===== src/rtl/mips_pkg.sv =====
// Shared types and constants for the multicycle MIPS control path:
// FSM state encoding, opcode/funct fields and ALU operation codes.
package mips_pkg;

  typedef enum logic [3:0] {
    S_FETCH    = 4'd0,
    S_DECODE   = 4'd1,
    S_MEMADR   = 4'd2,
    S_MEMREAD  = 4'd3,
    S_MEMWB    = 4'd4,
    S_MEMWRITE = 4'd5,
    S_EXECUTE  = 4'd6,
    S_ALUWB    = 4'd7,
    S_BRANCH   = 4'd8,
    S_ADDIEXEC = 4'd9,
    S_ADDIWB   = 4'd10,
    S_JUMP     = 4'd11
  } state_t;

  localparam logic [5:0] OP_RTYPE = 6'b000000;
  localparam logic [5:0] OP_LW    = 6'b100011;
  localparam logic [5:0] OP_SW    = 6'b101011;
  localparam logic [5:0] OP_BEQ   = 6'b000100;
  localparam logic [5:0] OP_ADDI  = 6'b001000;
  localparam logic [5:0] OP_J     = 6'b000010;

  localparam logic [5:0] FUNCT_ADD = 6'b100000;
  localparam logic [5:0] FUNCT_SUB = 6'b100010;
  localparam logic [5:0] FUNCT_AND = 6'b100100;
  localparam logic [5:0] FUNCT_OR  = 6'b100101;
  localparam logic [5:0] FUNCT_XOR = 6'b100110;

  localparam logic [3:0] ALU_NOTA = 4'b0000;
  localparam logic [3:0] ALU_NOTB = 4'b0001;
  localparam logic [3:0] ALU_ADD  = 4'b0010;
  localparam logic [3:0] ALU_SUB  = 4'b0110;
  localparam logic [3:0] ALU_AND  = 4'b0011;
  localparam logic [3:0] ALU_OR   = 4'b0100;
  localparam logic [3:0] ALU_XOR  = 4'b0101;

  localparam logic [1:0] ALUOP_ADD   = 2'b00;
  localparam logic [1:0] ALUOP_SUB   = 2'b01;
  localparam logic [1:0] ALUOP_FUNCT = 2'b10;

endpackage


===== src/rtl/alu_decoder.sv =====
// Combinational ALU decode: maps ALUOp (and Funct for R-type) to ALUControl.
module alu_decoder
  import mips_pkg::*;
(
  input  logic [1:0] i_alu_op,
  input  logic [5:0] i_funct,
  output logic [3:0] o_alu_control
);

  // ALUOp/Funct to ALU operation select
  always_comb begin
    o_alu_control = ALU_ADD;
    case (i_alu_op)
      ALUOP_ADD: o_alu_control = ALU_ADD;
      ALUOP_SUB: o_alu_control = ALU_SUB;
      ALUOP_FUNCT: begin
        case (i_funct)
          FUNCT_ADD: o_alu_control = ALU_ADD;
          FUNCT_SUB: o_alu_control = ALU_SUB;
          FUNCT_AND: o_alu_control = ALU_AND;
          FUNCT_OR:  o_alu_control = ALU_OR;
          FUNCT_XOR: o_alu_control = ALU_XOR;
          default:   o_alu_control = ALU_ADD;
        endcase
      end
      default: o_alu_control = ALU_ADD;
    endcase
  end

endmodule


===== src/rtl/mips_mc_control.sv =====
// Multicycle MIPS control FSM: Moore control outputs decoded from State,
// with PCEn combining the unconditional PC write and the taken-branch term.
module mips_mc_control
  import mips_pkg::*;
(
  input  logic       clk,
  input  logic       reset,
  input  logic [5:0] Op,
  input  logic [5:0] Funct,
  input  logic       Zero,
  output logic       IorD,
  output logic       MemWrite,
  output logic       IRWrite,
  output logic       RegDst,
  output logic       MemtoReg,
  output logic       RegWrite,
  output logic       ALUSrcA,
  output logic [1:0] ALUSrcB,
  output logic [3:0] ALUControl,
  output logic [1:0] PCSrc,
  output logic       PCEn,
  output logic [3:0] State
);

  state_t     r_state;
  state_t     w_next;
  logic       w_pcwrite;
  logic       w_branch;
  logic       w_illegal;
  logic [1:0] w_alu_op;
  logic [3:0] w_alu_ctrl;

  // State register
  always_ff @(posedge clk or posedge reset) begin
    if (reset) begin
      r_state <= S_FETCH;
    end else begin
      r_state <= w_next;
    end
  end

  // Next-state and Moore output decode
  always_comb begin
    w_next    = S_FETCH;
    IorD      = 1'b0;
    MemWrite  = 1'b0;
    IRWrite   = 1'b0;
    RegDst    = 1'b0;
    MemtoReg  = 1'b0;
    RegWrite  = 1'b0;
    ALUSrcA   = 1'b0;
    ALUSrcB   = 2'b00;
    PCSrc     = 2'b00;
    w_alu_op  = ALUOP_ADD;
    w_pcwrite = 1'b0;
    w_branch  = 1'b0;
    w_illegal = 1'b0;
    case (r_state)
      S_FETCH: begin
        ALUSrcB   = 2'b01;
        IRWrite   = 1'b1;
        w_pcwrite = 1'b1;
        w_next    = S_DECODE;
      end
      S_DECODE: begin
        ALUSrcB = 2'b11;
        case (Op)
          OP_LW, OP_SW: w_next = S_MEMADR;
          OP_RTYPE:     w_next = S_EXECUTE;
          OP_BEQ:       w_next = S_BRANCH;
          OP_ADDI:      w_next = S_ADDIEXEC;
          OP_J:         w_next = S_JUMP;
          default:      w_next = S_FETCH;
        endcase
      end
      S_MEMADR: begin
        ALUSrcA = 1'b1;
        ALUSrcB = 2'b10;
        w_next  = (Op == OP_LW) ? S_MEMREAD : S_MEMWRITE;
      end
      S_MEMREAD: begin
        IorD   = 1'b1;
        w_next = S_MEMWB;
      end
      S_MEMWB: begin
        MemtoReg = 1'b1;
        RegWrite = 1'b1;
      end
      S_MEMWRITE: begin
        IorD     = 1'b1;
        MemWrite = 1'b1;
      end
      S_EXECUTE: begin
        ALUSrcA  = 1'b1;
        w_alu_op = ALUOP_FUNCT;
        w_next   = S_ALUWB;
      end
      S_ALUWB: begin
        RegDst   = 1'b1;
        RegWrite = 1'b1;
      end
      S_BRANCH: begin
        ALUSrcA  = 1'b1;
        w_alu_op = ALUOP_SUB;
        PCSrc    = 2'b01;
        w_branch = 1'b1;
      end
      S_ADDIEXEC: begin
        ALUSrcA = 1'b1;
        ALUSrcB = 2'b10;
        w_next  = S_ADDIWB;
      end
      S_ADDIWB: begin
        RegWrite = 1'b1;
      end
      S_JUMP: begin
        PCSrc     = 2'b10;
        w_pcwrite = 1'b1;
      end
      default: begin
        w_illegal = 1'b1;
        w_next    = S_FETCH;
      end
    endcase
  end

  alu_decoder u_alu_decoder (
    .i_alu_op      (w_alu_op),
    .i_funct       (Funct),
    .o_alu_control (w_alu_ctrl)
  );

  // An unused encoding must present an all-zero ALUControl as well
  assign ALUControl = w_illegal ? 4'b0000 : w_alu_ctrl;
  assign PCEn       = w_pcwrite | (w_branch & Zero);
  assign State      = r_state;

endmodule

===== config.mk =====
export PLATFORM = sky130hd
export DESIGN_NAME = mips_mc_control
export DESIGN_NICKNAME = d
export VERILOG_FILES = /design/src/rtl/mips_pkg.sv /design/src/rtl/alu_decoder.sv /design/src/rtl/mips_mc_control.sv
export SDC_FILE = /design/constraint.sdc
export NUM_CORES = 1
export LEC_CHECK = 0
export CORE_MARGIN = 8
export CORE_UTILIZATION = 38
export DETAILED_ROUTE_END_ITERATION = 8
export GPL_ROUTABILITY_DRIVEN = 0
export PLACE_DENSITY_LB_ADDON = 0.3
export RECOVER_POWER = 100
export SLEW_MARGIN = 20
export SYNTH_ARGS = -nofsm -noshare
export SYNTH_HDL_FRONTEND = slang
export SYNTH_SLANG_ARGS = --single-unit

===== constraint.sdc =====
create_clock -name clk -period 2.29 [get_ports clk]
set_input_delay 0.5725 -clock clk [delete_from_list [all_inputs] [get_ports clk]]
set_output_delay 0.5725 -clock clk [all_outputs]
set_load 0.03 [all_outputs]

# Word-level counts from Yosys, hierarchy flattened
# Index checks and enable logic that the tools add are counted.
[op_classes]
eq_ne = 22
muxes = 18
bitwise = 2
n_reduce_logical = 9
[ops]
columns = ["operator", "n"]
rows = [
  ["6-bit equality test, second input constant", 6],
  ["4-bit one-hot mux with 6 select lines", 1],
  ["4-bit one-hot mux with 5 select lines", 1],
  ["4-bit by 3-bit equality test with 1-bit output, second input constant", 4],
  ["4-bit equality test, second input constant", 4],
  ["3-bit one-hot mux with 4 select lines", 1],
  ["12-bit OR reduction", 1],
  ["1-bit two-way mux", 9],
  ["4-bit by 2-bit equality test with 1-bit output, second input constant", 2],
  ["2-bit one-hot mux with 2 select lines", 2],
  ["4-bit one-hot mux with 2 select lines", 1],
  ["2-bit OR reduction", 4],
  ["6-bit by 2-bit equality test with 1-bit output, second input constant", 1],
  ["6-bit by 3-bit equality test with 1-bit output, second input constant", 1],
  ["6-bit by 4-bit equality test with 1-bit output, second input constant", 1],
  ["6-bit logical NOT", 1],
  ["2-bit one-hot mux with 3 select lines", 1],
  ["4-bit by 1-bit equality test with 1-bit output, second input constant", 1],
  ["4-bit logical NOT", 1],
  ["4-bit two-way mux", 1],
  ["4-bit OR reduction", 1],
  ["3-bit two-way mux", 1],
  ["3-bit OR reduction", 1],
  ["2-bit by 1-bit equality test with 1-bit output, second input constant", 1],
  ["other kinds (3)", 3],
]
[word_totals]
register_bits = 4
input_bits = 15
out_inout_bits = 20
elab_cells = 52

# Longest topological paths before layout
# Gate-level depths: netlist (run 1).
[depth]
word_depth = 5
mapped_depth = 8
ltp_nobuf = 7

# Cells and area by module
# From an unflattened synthesis (run 1), not the netlist that was laid out.
[hier_totals]
cells_unflattened = 80
hier_area_um2 = 569.3
[modules_own_cells]
columns = ["mod", "instances", "cells_each", "area_each_um2", "seq_area_each_um2"]
rows = [
  ["mips_mc_control", 1, 63, 452.9, 100.1],
  ["alu_decoder", 1, 17, 116.4, 0.0],
]

# Worst setup path after synthesis (run 1)
# No wires, ideal clock.
[synth_timing]
path_kind = "register to output"
startpoint = "reg r_state[2], in the netlist State[2]"
endpoint = "out ALUControl[0]"
arrival_ps = 2550
t_required_ps = 1717
slack_ps = -833
path_stages_with_launch = 6
path_buffers = 0
cell_sequence = "dfrtp_1 -> nand2b_1 -> or3_1 -> ha_1 -> nand2_1 -> nor4b_1"
[synth_between]
elab_chain_len = 5
elab_cells_between_ends = 18
cone_classes = "eq/ne (13); mux (3); reduce/logical (2)"
[synth_lines]
columns = ["item", "line_no", "text"]
rows = [
  ["from (decl)", "mips_mc_control.sv:25", "state_t r_state;"],
  ["from (signal assigned)", "mips_mc_control.sv:38", "r_state <= w_next;"],
  ["4-bit equality test or 4-bit by 3-bit equality test with 1-bit output (tied branches)", "mips_mc_control.sv:58", "case (r_state)"],
  ["2-bit one-hot mux with 2 select lines", "mips_mc_control.sv:58", ""],
  ["2-bit equality test or 2-bit by 1-bit equality test with 1-bit output (tied branches)", "alu_decoder.sv:13", "case (i_alu_op)"],
  ["4-bit one-hot mux with 2 select lines", "alu_decoder.sv:13", ""],
  ["4-bit two-way mux *", "mips_mc_control.sv:134", "assign ALUControl = w_illegal ? 4'b0000 : w_alu_ctrl;"],
  ["to (decl)", "mips_mc_control.sv:19", "output logic [3:0] ALUControl,"],
]
# Every way passes the cells marked *; elsewhere a longest branch is shown, timed or not.

# Final worst setup path (run 1)
# Same ends and word-level chain as after synthesis.

==> metrics.yaml, run 1 <==
worst_setup_path:
  cpLargestDelayFamily: "simple AND/OR/NAND/NOR gates"
  ff2ff_setup_slack_ps: 1040
  path_buf_inv: 1
  cp_slowest_stage_delay_ps: 390
  cp_slowest_cell: "dfrtp_2"
  worstPathCellList: "nand2b_4 > or3_4 > ha_4 > nand2_4 > nor4b_4 > buf_6"
  path_max_fanout: 3
  rr_worst_depth: 4
  start_kind: "register"
  endpoint_kind: "output pin"
  r2r_end: "State[2]"
  cp.required_ps: 1720
  arrival_ps: 1980
  timing.setup.critical_path_class: "reg -> out"
  r2r_start: "State[0]"
final_layout:
  fin_util_pct: 73.23
  layout.cells.non_filler: 145
  multi_input_area_sq_um: 534.3
  fillerInstances: 120
  nets: 148
  largest_reg_flops: 4
  regArea_sq_um: 103.9
  drive_gt1_share_pct: 32.56
  areaGrowthSynthToFinish_pct: 78.04
  diodes: 0
clock_tree:
  cts_root_buf: "clkbuf_4"
  cts.sinks: 4
  clock_path_buffers: 2
  hold_buffers: 0
  htreeDepth: 1
  clk_latency_ps: 250
  tritoncts: "built"
  numCtsBuffers: 3
  clkTransAtPathRegs_ps: 50
routing:
  drt_iter0_markers: 22
  vias: 819
  dr.pass1.iters: 4
  avgViaCountPerCell: 5.648
  drc_errors: 0
  wl_mm: 2.252
  postRouteAntennaNets: 0
  wire_per_inst_um: 15.53
flow_run:
  maxCapViolations: 0
yosys:
  synthCells: 82
  synthMostInstantiatedCell: "nand2_1"
  yosysSeqAreaShare_pct: 15.97
  synth_edf_count: 0
  synth_warnings: 0
  synth.distinct_cells: 34
  synth_ff_type: "dfrtp_1"
  synth_nets: 100
  yosys.area.top_type: "dfrtp_1"
  synth_seq_cells: 4
  syn_avg_cell_area_sq_um: 7.645
  syn_area_sq_um: 626.9
  yosys-top-cells-count: "nand2_1, nor2_1, inv_1, nor3_1, nand3_1"
  synthTopCellsByArea: "dfrtp_1, buf_6, ha_1"
  synth_top_cell_area_share_pct: 15.97
  synth-async-reset-ratio_pct: 100.0
pwr:
  total_power_mw: 0.8190
  ir_worst_vdd_mv: 0.5872
  power.density_mw_per_mm2: 733.9
  p_leak_nw: 0.5154
global_route:
  first_global_vias: 864
  use_met3_pct: 3.371
  globalRouteMet2Util_pct: 24.14
  grt_pass1_wl_mm: 3.795
  grt.overflow.total: 0
  grtUsageTotal_pct: 13.74
  grt_busiest_layer: "met2"
  antenna_found_initial: 0
  grt_max_degree: 15
  use_met1_pct: 15.35
outcome:
  status: "finished, violations left"
  violations: "negative setup slack"
floorplan:
  die_x_um: 56.62
  dieArea_sq_mm: 0.003205
  core_sq_mm: 0.001524
  die_height_um: 56.62
  ios: 35
  start_util_pct: 41.13
  num_rows: 14
hold_path:
  worstHoldPathType: "in -> async"
placed_design:
  portBuffers: 33
  dp_cells: 138
  hpwl_mm: 1.699
sta:
  finalSetupViolCount: 3
  min_period_ps: 2549
  finalCritPeriodShare_pct: 111.3
  slew_violations: 0
  final-hold-violation-count: 0
  rsz0062_at_grt: "true"
  fin_ws_ps: -259.3
  finalClockSkew_ps: 11.47
  fmax_mhz: 392.3
[per-stage QoR]
stage / hold slack [ps] / setup TNS (ps) / setup WS, ps / area (sq um)
floorplan: 338.4 / -374.3 / -159.6 / 690.7
global placement: 655.5 / -70.75 / -54.02 / 1059
detailed placement: 666.4 / -141.7 / -98.79 / 1059
CTS: 513.4 / -675.7 / -236.6 / 1105
global route: 656.8 / -841.6 / -309.5 / 1116
finish: 648.6 / -638.8 / -259.3 / 1116
[layer usage]
layer / routed length [um] / part of all wire [%] / up-vias
li1: - / - / 386
met1: 904 / 40 / 392
met2: 1158 / 51 / 36
met3: 151 / 6.7 / 5
met4: 37 / 1.6 / 0
met5: 0 / 0 / -
[kinds of logic after synthesis]
logic type	after synthesis	synth area share, %
AND/OR/NAND/NOR	41	37.93
other	1	0.5982
flip-flops	4	15.97
adder cells (fa/ha/maj)	3	5.989
AO/OA/AOI/OAI	16	18.96
XOR/XNOR	5	6.986
buffers and inverters	11	11.98
multiplexers	1	1.597
[where the power goes]
part	leakage [nW]	internal (mW)	switching, mW
Combinational	0.452	0.224	0.373
Sequential	0.0489	0.0917	0.0252
Clock	0.0150	0.0660	0.0394
Total	0.515	0.382	0.437
[worst reg2reg max path: stages (launching register included)]
cell,delay [ps]
dfrtp_2,440
buf_2,190
nor4b_1,160
a32oi_1,220
o21ai_0,130
[final cells by class]
cell class              instances  share of cell area, %
flip-flops and latches          4                  9.305
multi-input cells              67                  47.87
repair buffers                 48                  36.21
inverters                       6                  2.466
clock buffers                   4                  2.354
well taps                      16                  1.794
[timing repair]
action,CTS,global route
gates resized for setup,11,10
setup endpoints to repair,9,5
setup buffers,1,2
pin swaps,1,0
[worst max path at each step]
stage	slack [ps]	start	cells past startpoint	end
after floorplan	-160	State[0]	5	ALUControl[0]
after global placement	-50	Funct[0]	5	ALUControl[1]
after detailed placement	-100	Funct[0]	5	ALUControl[1]
after CTS	-240	State[2]	6	ALUControl[0]
after global routing	-310	State[2]	6	ALUControl[0]
final	-260	State[2]	6	ALUControl[0]
[cell usage in the layout, fill, tap and decap left out, drive strengths merged]
master	instances
conb	1
o21ai	2
buf	18
a21o	1
dlygate4sd2	5
a32oi	1
o211a	1
xor2	4
nor2b	2
nor2	7
a221oi	1
nor4	2
nand3	5
mux2i	1
xnor2	1
or3	1
ha	3
dlygate4sd3	6
a21boi	1
o2111ai	1
nand4bb	1
clkdlybuf4s50	12
clkbuf	11
nor3	6
dfrtp	4
o31a	1
nand2b	3
a21oi	4
nand3b	1
nand2	8
o211ai	3
and2	1
inv	6
and3	1
nor4b	2
nor3b	1
Power figures use the tool's default switching activity.
==> inputs of run 2 (changes only) <==
HOLD_SLACK_MARGIN = 0.03   (was unset)
==> results of run 2 <==
The final DEF is identical to that of run 1; final timing and power are the same.
